<file path="src/rtl/pipelined_csa_adder.sv">
// Pipelined carry-select adder/subtractor with valid/ready handshakes.
// Each stage adds one S-bit slice; upper operand slices ride along until their carry arrives.
module pipelined_csa_adder #(
  parameter int unsigned WIDTH       = 32,
  parameter int unsigned BLK         = 4,
  parameter int unsigned BLK_PER_STG = 2
) (
  input  logic             clk,
  input  logic             rst_n,
  input  logic             in_valid,
  output logic             in_ready,
  input  logic [WIDTH-1:0] a,
  input  logic [WIDTH-1:0] b,
  input  logic             c_in,
  input  logic             sub,
  output logic             out_valid,
  input  logic             out_ready,
  output logic [WIDTH-1:0] sum,
  output logic             c_out,
  output logic             ovf,
  output logic             zero
);

  localparam int unsigned S       = BLK * BLK_PER_STG;
  localparam int unsigned NUM_STG = WIDTH / S;
  localparam int unsigned LAST    = NUM_STG - 1;

  // Block 0 ripples; later blocks precompute both carry-in cases and select.
  function automatic logic [S:0] slice_add(input logic [S-1:0] x, input logic [S-1:0] y,
                                           input logic ci);
    logic [S-1:0] s;
    logic         c;
    logic [BLK:0] r0;
    logic [BLK:0] r1;
    s  = '0;
    c  = ci;
    r0 = '0;
    r1 = '0;
    for (int unsigned j = 0; j < BLK_PER_STG; j++) begin
      if (j == 0) begin
        for (int unsigned i = 0; i < BLK; i++) begin
          s[i] = x[i] ^ y[i] ^ c;
          c    = (x[i] & y[i]) | (c & (x[i] ^ y[i]));
        end
      end else begin
        r0 = {1'b0, x[j*BLK +: BLK]} + {1'b0, y[j*BLK +: BLK]};
        r1 = r0 + {{BLK{1'b0}}, 1'b1};
        s[j*BLK +: BLK] = c ? r1[BLK-1:0] : r0[BLK-1:0];
        c = c ? r1[BLK] : r0[BLK];
      end
    end
    return {c, s};
  endfunction

  logic advance;

  for (genvar k = 0; k < NUM_STG; k++) begin : g_stg
    localparam int unsigned RW = WIDTH - k * S;  // operand bits still to be added
    localparam int unsigned LW = (k + 1) * S;    // result bits produced so far

    logic          valid_q, valid_d;
    logic          carry_q, carry_d;
    logic [LW-1:0] sum_q, sum_d;
    logic          src_c;
    logic [RW-1:0] src_a, src_b;
    logic [S:0]    res;

    if (k == 0) begin : g_src
      always_comb begin
        valid_d = in_valid;
        src_a   = a;
        src_b   = sub ? ~b : b;
        src_c   = sub | c_in;
      end
    end else begin : g_src
      always_comb begin
        valid_d = g_stg[k-1].valid_q;
        src_a   = g_stg[k-1].g_fwd.op_a_q;
        src_b   = g_stg[k-1].g_fwd.op_b_q;
        src_c   = g_stg[k-1].carry_q;
      end
    end

    always_comb begin
      res     = slice_add(src_a[S-1:0], src_b[S-1:0], src_c);
      carry_d = res[S];
    end

    if (k == 0) begin : g_sum
      always_comb sum_d = res[S-1:0];
    end else begin : g_sum
      always_comb sum_d = {res[S-1:0], g_stg[k-1].sum_q};
    end

    // Bubbles keep their old data so idle stages do not toggle.
    always_ff @(posedge clk or negedge rst_n) begin
      if (!rst_n) begin
        valid_q <= 1'b0;
        carry_q <= 1'b0;
        sum_q   <= '0;
      end else if (advance) begin
        valid_q <= valid_d;
        if (valid_d) begin
          carry_q <= carry_d;
          sum_q   <= sum_d;
        end
      end
    end

    if (k < LAST) begin : g_fwd
      logic [RW-S-1:0] op_a_q, op_a_d;
      logic [RW-S-1:0] op_b_q, op_b_d;

      always_comb begin
        op_a_d = src_a[RW-1:S];
        op_b_d = src_b[RW-1:S];
      end

      always_ff @(posedge clk or negedge rst_n) begin
        if (!rst_n) begin
          op_a_q <= '0;
          op_b_q <= '0;
        end else if (advance && valid_d) begin
          op_a_q <= op_a_d;
          op_b_q <= op_b_d;
        end
      end
    end else begin : g_tail
      logic ovf_q, ovf_d;
      logic zero_q, zero_d;

      always_comb begin
        ovf_d  = (src_a[RW-1] == src_b[RW-1]) && (sum_d[LW-1] != src_a[RW-1]);
        zero_d = (sum_d == '0);
      end

      always_ff @(posedge clk or negedge rst_n) begin
        if (!rst_n) begin
          ovf_q  <= 1'b0;
          zero_q <= 1'b0;
        end else if (advance && valid_d) begin
          ovf_q  <= ovf_d;
          zero_q <= zero_d;
        end
      end
    end
  end

  always_comb begin
    advance   = !g_stg[LAST].valid_q || out_ready;
    in_ready  = advance;
    out_valid = g_stg[LAST].valid_q;
    sum       = g_stg[LAST].sum_q;
    c_out     = g_stg[LAST].carry_q;
    ovf       = g_stg[LAST].g_tail.ovf_q;
    zero      = g_stg[LAST].g_tail.zero_q;
  end

endmodule

</file>
<file path="config.mk">
export PLATFORM = sky130hd
export DESIGN_NAME = pipelined_csa_adder
export DESIGN_NICKNAME = d
export VERILOG_FILES = /design/src/rtl/pipelined_csa_adder.sv
export SDC_FILE = /design/constraint.sdc
export NUM_CORES = 1
export LEC_CHECK = 0
export ABC_AREA = 0
export BUFFER_PORTS_ARGS = -buffer_cell sky130_fd_sc_hd__buf_2
export CORE_MARGIN = 5
export CORE_UTILIZATION = 55
export DETAILED_ROUTE_END_ITERATION = 8
export PLACE_DENSITY = 0.76
export REMOVE_ABC_BUFFERS = 1
export SYNTH_ARGS = -nofsm -noshare
export SYNTH_HDL_FRONTEND = slang
export SYNTH_SLANG_ARGS = --single-unit
</file>
<file path="constraint.sdc">
create_clock -name clk -period 7.05 [get_ports clk]
set_input_delay 1.41 -clock clk [delete_from_list [all_inputs] [get_ports clk]]
set_output_delay 1.41 -clock clk [all_outputs]
set_load 0.01 [all_outputs]
</file>
==> run metrics <==
worst r2r path cells 10; ranking of synthesized cells by area dfrtp_1 56%, mux2_2 18%, fa_1 4.8%, xnor2_1 4.0%, ha_1 3.0%; Ant. Diodes 0; drt initial violations 343; Post-synth EDFFs 0; post-synthesis adder-cell area fraction 7.77%; FMAX 262 MHz; layout cells sized above 1 38.1%; Via Count 5,025; RSZ-0062 raised after global routing false; final wirelength 16,100 microns; CP required 7350 ps; gr usage total 19.6%; Tmin final 3810 ps; Synth Register Bits 186; Slew HR 24.6%; total gr overflow 0; post-CTS setup buffer count 0; gpl congestion 0.774; Buffers on Ports 106; largest family of logic cells by synthesized area multiplexers; htree depth 4; simple-gate portion of the synthesized area 5.20%; CTS tree done; I/O pin count 107; Vias/cell 5.40; Final Hold Viols 0; largest area contributor in the synthesized netlist dfrtp_1; xor/xnor share of the synthesized area 5.55%; clk_skew 7.55 ps; most frequent cells in the layout 186 x dfrtp_1, 133 x mux2_2, 105 x buf_2; Die W 133 microns; yosys warns 0; Max VDD drop 0.000172 V; most common cell after layout, fill and taps aside dfrtp_1; root buffer cell clkbuf_16; Initial Util 55.5%; Worst-Skew Late Latency 430 ps; clock-pin slew on the worst setup and hold paths 60 ps; HPWL after DPL 11,200 microns; final worst path period share 54.1%; setup-violating endpoint count in the final report 0; CTS Buf Count 17; Crit. End Element flip-flop; post-route ant nets 0; cts repair resizes 0; CTS Buffer Depth 2; Post-synth top flop dfrtp_1; Leak 4.53 nW; FFs w/ async S/R, synth 100%; hold wc startpoint sum[25]$_DFFE_PN0P_; final std cells w/o fill 931; initial antenna violation count 0; Max-cap violations 0; multiplexer share of the synthesized area 18.3%; largest net degree at the start of global routing 106; status completed; R2R Path Start g_stg[2].carry_q$_DFFE_PN0P_; Core Area 0.0151 sq mm; worst-path fanout max 31; Synth top area share 55.6%; First-pass DRT Iterations 6; Hold Path Class flip-flop to flip-flop; post-synthesis compound-gate area fraction 4.77%; pwr dens 478 mW/mm^2; DRC 0; area of the mapped netlist 0.00837 sq mm; library cells used by synthesis 33; Hold-fix buffers, CTS 0; reg2reg setup slack 3960 ps; dpl cells 899; full die area 0.0178 sq mm; WL/cell 17.3 microns; FP Rows 45; Mapped Cells 630; Slew Viols, Final 0; hold worst-path end sum[25]$_DFFE_PN0P_; critical path startpoint category input pin; Die Y 133 microns; Setup TNS Final 0 ps; Worst-Margin Slew 1130 ps; Avg Cell Area, Syn 13.3 sq um; FF-to-FF End zero$_DFFE_PN0P_; Worst Path Arrival 4110 ps; Cells on Worst Hold Path 2; Seq/Total Area, Yosys 55.6%; CTS Sinks 186; global-route wire length before repair 27,800 microns; kind of critical path input pin to flip-flop; vias in the first global route 5,630; Nets 840; synthesis-to-finish area growth 15.7%
cells in the mapped netlist (all sizes together), types with 6 or more instances:
cell type  instances
ha                20
nor4               8
inv               24
nand2             60
xor2              15
xnor2             38
a21o               8
a21oi             13
fa                20
o21ai             41
mux2             133
buf               22
clkbuf             7
dfrtp            186
o31ai              6
layout make-up:
cell class                      count  area [sq um]
Fill cell                        1127          5410
Clock inverter                     11           166
Timing Repair Buffer              110           569
Tap cell                          188           235
Multi-Input combinational cell    391          3490
Inverter                           24          90.1
Sequential cell                   186          4650
Clock buffer                       21           480
per-layer routing:
layer / vias up / routed length [microns] / track usage (%) / share of wire (%)
met3: 25 / 801 / 4.34 / 5.0
li1: 2351 / - / - / -
met5: - / 0 / 0 / 0
met2: 120 / 8190 / 33.1 / 51
met4: 0 / 336 / 7.71 / 2.1
met1: 2529 / 6790 / 24.8 / 42
power breakdown:
group	leakage (nW)	switching (mW)	internal (mW)
Combinational	1.97	0.857	0.910
Sequential	2.25	0.292	1.55
Clock	0.311	0.396	0.630
kinds of logic after synthesis:
family | Yosys count
muxes | 136
and+or+nand+nor | 91
DFF | 186
adders and majority gates | 40
AOI/OAI and AO/OA | 71
xor gates and xnor gates | 53
buffers and inverters | 53
flip-flops by register name (all words and copies together), names as in the netlist:
register,cells
g_stg.g_fwd.op_b_q,48
ovf,1
sum,32
out_valid,1
c_out,1
g_stg.valid_q,3
g_stg.sum_q,48
g_stg.g_fwd.op_a_q,48
g_stg.carry_q,3
zero,1
critical path, stage by stage:
cell and delay, ps:
buf_2 150, buf_4 510, xnor2_1 200, fa_1 460, fa_1 370, inv_1 70, fa_1 260, nand2_1 140
nor4_1 400, o31ai_1 120
through the flow:
stage          total power, mW  utilization, %  hold slack [ps]  cell area [sq um]  setup WS [ps]
5_1_grt                   4.98            64.2              499               9680           3140
3_3_place_gp              3.51            59.9              456               9040           2930
4_1_cts                   4.69            64.2              480               9680           3230
3_5_place_dp              3.64            59.9              466               9040           2780
6_report                  4.63            64.2              472               9680           3240
2_1_floorplan             3.10               -              445               8220           3380
worst max path at each step:
stage	startpoint	cells after the start	slack [ps]	endpoint
after floorplan	out_ready	4	3380	g_stg[0].g_fwd.op_a_q[0]$_DFFE_PN0P_
after global placement	sub	10	2930	g_stg[0].carry_q$_DFFE_PN0P_
after detailed placement	sub	10	2780	g_stg[0].carry_q$_DFFE_PN0P_
after CTS	sub	10	3230	g_stg[0].carry_q$_DFFE_PN0P_
after global routing	sub	10	3140	g_stg[0].carry_q$_DFFE_PN0P_
final	sub	10	3240	g_stg[0].carry_q$_DFFE_PN0P_
Power figures use the tool's default switching activity.
